`config.mk`:
```
export PLATFORM = sky130hd
export DESIGN_NAME = mmult_loader
export DESIGN_NICKNAME = d
export VERILOG_FILES = /design/src/rtl/mmult_loader.sv
export SDC_FILE = /design/constraint.sdc
export NUM_CORES = 1
export LEC_CHECK = 0
export ABC_AREA = 1
export BUFFER_PORTS_ARGS = -buffer_cell sky130_fd_sc_hd__buf_2
export CAP_MARGIN = 20
export CORE_AREA = 3 3 115 117
export CTS_CLUSTER_DIAMETER = 50
export CTS_CLUSTER_SIZE = 16
export DETAILED_ROUTE_END_ITERATION = 7
export DIE_AREA = 0 0 118 120
export GPL_TIMING_DRIVEN = 1
export PLACE_DENSITY = 0.86
export SYNTH_ARGS = -nofsm -noshare
export SYNTH_HDL_FRONTEND = slang
export SYNTH_SLANG_ARGS = --single-unit
```
`constraint.sdc`:
```
create_clock -name clk -period 2.65 [get_ports clk]
set_clock_uncertainty 0.15 [all_clocks]
set_input_delay 0.265 -clock clk [delete_from_list [all_inputs] [get_ports clk]]
set_output_delay 0.265 -clock clk [all_outputs]
set_load 0.01 [all_outputs]
```
`src/rtl/mmult_loader.sv`:
```
// mmult_loader: byte-stream loader for the 3x3 matrix multiplier.
// Packs A then B row-major, clears and runs the multiplier, flags timeout.
module mmult_loader #(
  parameter int DATA_W      = 8,
  parameter int N_ELEM      = 9,
  parameter int RUN_TIMEOUT = 16
) (
  input  logic                       clk,
  input  logic                       reset,
  input  logic                       start,
  input  logic [DATA_W-1:0]          in_data,
  input  logic                       in_valid,
  output logic                       in_ready,
  output logic [0:N_ELEM*DATA_W-1]   A_mat,
  output logic [0:N_ELEM*DATA_W-1]   B_mat,
  output logic                       mm_reset_n,
  output logic                       mm_enable,
  input  logic                       mm_valid,
  output logic                       busy,
  output logic                       done,
  output logic                       error
);

  localparam int MAT_W = N_ELEM * DATA_W;
  localparam int CNT_W = $clog2(2 * N_ELEM);
  localparam int TMR_W = $clog2(RUN_TIMEOUT + 1);
  localparam logic [CNT_W-1:0] LAST_BYTE = CNT_W'(2 * N_ELEM - 1);
  localparam logic [TMR_W-1:0] TMR_LAST  = TMR_W'(RUN_TIMEOUT - 1);

  typedef enum logic [2:0] {
    S_IDLE,
    S_LOAD,
    S_CLR,
    S_RUN,
    S_DONE
  } state_t;

  state_t             r_state;
  state_t             w_next;
  logic [CNT_W-1:0]   r_cnt;
  logic [TMR_W-1:0]   r_timer;
  logic [0:MAT_W-1]   r_a;
  logic [0:MAT_W-1]   r_b;
  logic               r_in_ready;
  logic               r_mm_reset_n;
  logic               r_mm_enable;
  logic               r_busy;
  logic               r_done;
  logic               r_error;
  logic               w_accept;
  logic               w_start;
  logic               w_timeout;

  always_comb begin
    w_next    = r_state;
    w_timeout = 1'b0;
    w_accept  = r_in_ready && in_valid;
    w_start   = (r_state == S_IDLE) && start;
    unique case (r_state)
      S_IDLE: if (start) w_next = S_LOAD;
      S_LOAD: if (w_accept && r_cnt == LAST_BYTE) w_next = S_CLR;
      S_CLR:  w_next = S_RUN;
      S_RUN: begin
        // mm_valid beats a coincident timeout
        if (mm_valid) begin
          w_next = S_DONE;
        end else if (r_timer == TMR_LAST) begin
          w_next    = S_IDLE;
          w_timeout = 1'b1;
        end
      end
      S_DONE: w_next = S_IDLE;
      default: w_next = S_IDLE;
    endcase
  end

  always_ff @(posedge clk) begin
    if (reset) begin
      r_state <= S_IDLE;
    end else begin
      r_state <= w_next;
    end
  end

  // Outputs are registered from the next state so they align with it
  always_ff @(posedge clk) begin
    if (reset) begin
      r_cnt        <= '0;
      r_timer      <= '0;
      r_a          <= '0;
      r_b          <= '0;
      r_in_ready   <= 1'b0;
      r_mm_reset_n <= 1'b0;
      r_mm_enable  <= 1'b0;
      r_busy       <= 1'b0;
      r_done       <= 1'b0;
      r_error      <= 1'b0;
    end else begin
      r_in_ready   <= (w_next == S_LOAD);
      r_mm_reset_n <= (w_next != S_CLR);
      r_mm_enable  <= (w_next == S_RUN);
      r_busy       <= (w_next != S_IDLE);
      r_done       <= (w_next == S_DONE);
      if (w_start) begin
        r_cnt   <= '0;
        r_error <= 1'b0;
      end
      if (w_accept) begin
        r_cnt <= r_cnt + CNT_W'(1);
        for (int e = 0; e < N_ELEM; e++) begin
          if (r_cnt == CNT_W'(e))
            r_a[e*DATA_W +: DATA_W] <= in_data;
          if (r_cnt == CNT_W'(e + N_ELEM))
            r_b[e*DATA_W +: DATA_W] <= in_data;
        end
      end
      if (r_state == S_CLR) begin
        r_timer <= '0;
      end else if (r_state == S_RUN) begin
        r_timer <= r_timer + TMR_W'(1);
      end
      if (w_timeout) r_error <= 1'b1;
    end
  end

  assign in_ready   = r_in_ready;
  assign A_mat      = r_a;
  assign B_mat      = r_b;
  assign mm_reset_n = r_mm_reset_n;
  assign mm_enable  = r_mm_enable;
  assign busy       = r_busy;
  assign done       = r_done;
  assign error      = r_error;

endmodule

```
==> parameters.txt <==
Parameter                              Value

Routing
  Vias post-DR    5510
  Vias per cell    roughly 5.0
  Count of unresolved DRC violations after routing    0
  Antenna Nets Post-Route    0
  Iter 0 DRT Violations    529
  Per-cell routed wire length    14.5 um
  Total routed wirelength    16100 um
  TritonRoute pass-1 iters    5

Yosys
  Share of the synthesized area in compound gates (AO/OA/AOI/OAI)    13.3%
  Average cell area after synthesis    7.95 um2
  Area share of and/or/nand/nor cells after synthesis    26.5%
  Number of warnings issued by yosys    0
  Adder-Cell Fraction of Synth Area    1.44%
  Post-synthesis sequential area ratio    53.6%
  Largest family of logic cells by synthesized area    simple AND/OR/NAND/NOR gates
  Synthesized netlist net count    785
  Synthesized instance count    765
  Mux contribution to synthesized area    0%
  FF+latch count, synth    163
  Post-synthesis cell type count    26
  Synthesized cell area    roughly 6000 um2
  Xor and xnor fraction of the mapped netlist area    0.144%

Clock tree
  # clock sinks    163
  CTS tree    built
  Depth of the CTS H-tree    4
  TritonCTS buffer count    17
  Buffer type at the clock tree root    sky130_fd_sc_hd__clkbuf_16
  Worst-skew pair later-pin latency    420 ps
  Clock slew at the register clock pins of the worst setup and hold paths    60 ps
  Max Root-Sink Buffers    2

Critical path
  Library cell contributing the largest single delay on the critical path    sky130_fd_sc_hd__dfxtp_1
  CP top delay family    adder cells
  Critical path, cell by cell    ha_1, inv_1, nor2_1, ha_1, nand2_1, nand2_1, a21oi_1
  Type of destination of the critical path    flip-flop
  Critical path start-end classification    reg2reg
  Maximum fanout along the worst path    9
  Critical path required time    about 2800 ps
  Largest stage delay, worst path    400 ps
  Number of buffer and inverter stages on the critical path    1
  Kind of start point of the critical path    flip-flop
  Critical path data arrival time    2190 ps

Floorplanning
  Total die area    14200 um2
  IO Pins    163
  Initial core utilization    48.8%
  Total core area    12500 um2
  Die extent in y    between 100 and 150 um
  Num rows    41
  Overall die width    118 um

Layout
  Antenna fix cells    0
  Area growth syn-to-layout    25.5%
  Ratio of cells with drive above 1 in the final layout    25.8%
  NumNets Final    around 940
  Final std cell area, no fill    7640 um2
  Number of fill cells in the layout    1111

Placed design
  Area after DPL    7020 um2
  Worst slack at placement    630 ps
  Port Buf Inserts    162
  Last weighted congestion value of the routability-driven placer    between 0.8 and 0.9
  Detailed-placement wirelength estimate    10400 um

STA
  Unrepaired setup endpoints after global routing    no
  Slew Limit Fails    0
  Part of the cycle the worst path needs    76.9%
  Fmax    0.491 GHz
  Fin crit period    2040 ps
  Final setup vio count    0
  Slew at the pin with the worst max-slew slack    between 500 and 600 ps
  PnR worst setup slack    613 ps
  Post-route setup TNS    0 ps
  Worst hold slack    between 30 and 40 ps
  Final Hold Fails    0
  Max-slew headroom at the worst pin    61.1%

Power and ir drop
  Clock share of power    48.1%
  Design Power    5.20 mW
  Switching Fraction    22.8%
  Pint    4.02 mW
  Sequential cell fraction of total power    47.6%
  Net switching component of the power    1.19 mW
  Power density over the cells    681 nW/um2
  Leakage    3.40 nW
  Maximum VDD drop    a little under 0.4 mV
  Combinational group share of total power    under 10%

Run status
  Outcome    complete, no violations

Hold path
  Class of the most critical hold timing path    in2reg

Global route
  GRT Total Usage    ~23%
  Number of antenna violations at the first check in global routing    0
  Global-route wire length before repair    25500 um
  Pin count of the biggest net entering global routing    140
  Remaining global-route overflow    0
  Number of global-route vias before repair    4982

Job
  Number of maximum-capacitance constraint violations    0
[repair_timing]
action                                 CTS  global route
resized for setup                        0             0
endpoints found under the hold margin    3             0
hold buffers                             1             0
buffers inserted                         0             0
[worst paths after layout]
path	slack, ps	endpoint	cells after the start	startpoint
worst max-delay path	610	B_mat[55]$_SDFFE_PP0P_	7	r_cnt[1]$_SDFFE_PP0P_
worst min register to register	310	B_mat[50]$_SDFFE_PP0P_	2	B_mat[50]$_SDFFE_PP0P_
worst max register to register	610	B_mat[55]$_SDFFE_PP0P_	7	r_cnt[1]$_SDFFE_PP0P_
worst min-delay path	40	mm_enable$_SDFF_PP0_	2	reset
[stage by stage]
step           utilization [%]  std cells
6_report                  61.3       1107
5_1_grt                   61.3       1107
4_1_cts                   61.3       1107
3_5_place_dp              56.3       1074
3_3_place_gp              56.3       1074
2_1_floorplan                -        765
[cell usage after synthesis]
master                     count  area [um2]
sky130_fd_sc_hd__a211oi_1      1        7.51
sky130_fd_sc_hd__a21oi_1      19        95.1
sky130_fd_sc_hd__buf_1         1        3.75
sky130_fd_sc_hd__buf_12        1        20.0
sky130_fd_sc_hd__buf_2         1        5.00
sky130_fd_sc_hd__clkbuf_1     24        90.1
sky130_fd_sc_hd__clkinv_2     11        55.1
sky130_fd_sc_hd__clkinv_4      3        26.3
sky130_fd_sc_hd__dfxtp_1     163        3260
sky130_fd_sc_hd__ha_1          7        87.6
sky130_fd_sc_hd__inv_1        23        86.3
sky130_fd_sc_hd__inv_2         5        18.8
sky130_fd_sc_hd__nand2_1      34         128
sky130_fd_sc_hd__nand2_2       3        18.8
sky130_fd_sc_hd__nand2_4       1        11.3
sky130_fd_sc_hd__nand3_1      15        75.1
sky130_fd_sc_hd__nand3_2       4        40.0
sky130_fd_sc_hd__nand3_4      10         175
sky130_fd_sc_hd__nand3b_1      1        7.51
sky130_fd_sc_hd__nor2_1      288        1080
sky130_fd_sc_hd__nor2_2        1        6.26
sky130_fd_sc_hd__nor2_4        5        56.3
sky130_fd_sc_hd__nor3_1        1        5.00
sky130_fd_sc_hd__o21ai_0     141         706
sky130_fd_sc_hd__or2_2         1        6.26
sky130_fd_sc_hd__xnor2_1       1        8.76
[state kept, by name, indices dropped and copies added (netlist names)]
| signal | cells |
|---|---|
| mm_reset_n | 1 |
| done | 1 |
| B_mat | 72 |
| error | 1 |
| in_ready | 1 |
| r_timer | 5 |
| r_state | 3 |
| mm_enable | 1 |
| r_cnt | 5 |
| busy | 1 |
| A_mat | 72 |
[placed cells by master, fill, tap and decap left out]
master,count
sky130_fd_sc_hd__nor2_4,5
sky130_fd_sc_hd__clkbuf_16,17
sky130_fd_sc_hd__inv_6,2
sky130_fd_sc_hd__nand2_2,3
sky130_fd_sc_hd__inv_1,22
sky130_fd_sc_hd__clkinv_2,13
sky130_fd_sc_hd__o21ai_0,141
sky130_fd_sc_hd__clkinv_4,7
sky130_fd_sc_hd__clkinvlp_4,4
sky130_fd_sc_hd__or2_2,1
sky130_fd_sc_hd__buf_12,1
sky130_fd_sc_hd__nand3_2,4
sky130_fd_sc_hd__dlygate4sd3_1,1
sky130_fd_sc_hd__nand2_4,1
sky130_fd_sc_hd__nor2_1,288
sky130_fd_sc_hd__nand3_1,15
sky130_fd_sc_hd__a211oi_1,1
sky130_fd_sc_hd__nor3_1,1
sky130_fd_sc_hd__nand3_4,10
sky130_fd_sc_hd__bufinv_16,3
sky130_fd_sc_hd__buf_2,162
sky130_fd_sc_hd__inv_2,6
sky130_fd_sc_hd__buf_4,1
sky130_fd_sc_hd__dfxtp_1,163
sky130_fd_sc_hd__a21oi_1,19
sky130_fd_sc_hd__nand3b_1,1
sky130_fd_sc_hd__ha_1,7
sky130_fd_sc_hd__xnor2_1,1
sky130_fd_sc_hd__nand2_1,34
sky130_fd_sc_hd__nor2_2,1
[kinds of logic after synthesis]
family / after synthesis
AO/OA/AOI/OAI: 161
XOR/XNOR: 1
adder cells (fa/ha/maj): 7
buffers and inverters: 69
flip-flops: 163
AND/OR/NAND/NOR: 364
[layout make-up]
cell class	count	area (um2)	share of cell area, %
Multi-Input combinational cell	533	2510	32.9
Timing Repair Buffer	165	848	11.1
Clock buffer	17	425	5.57
Clock inverter	15	183	2.39
Tap cell	172	215	2.82
Sequential cell	163	3260	42.7
Inverter	42	186	2.44
[layer usage]
| metal | GRT usage (%) | vias up | wire length (um) |
|---|---|---|---|
| li1 | - | 2780 | - |
| met1 | 28.6 | 2503 | 6960 |
| met2 | 37.0 | 195 | 7800 |
| met3 | 5.66 | 32 | 949 |
| met4 | 10.6 | 0 | 382 |
| met5 | 0 | - | 0 |
[power groups by stage]
stage	Clock (mW)	Combinational (mW)	Sequential (mW)
5_1_grt	2.64	0.248	2.48
6_report	2.50	0.224	2.48
3_3_place_gp	0	0.218	2.53
4_1_cts	2.54	0.222	2.48
3_5_place_dp	0	0.220	2.53
2_1_floorplan	0	0.137	2.54
Note: power is estimated with default switching activity, not from simulation.
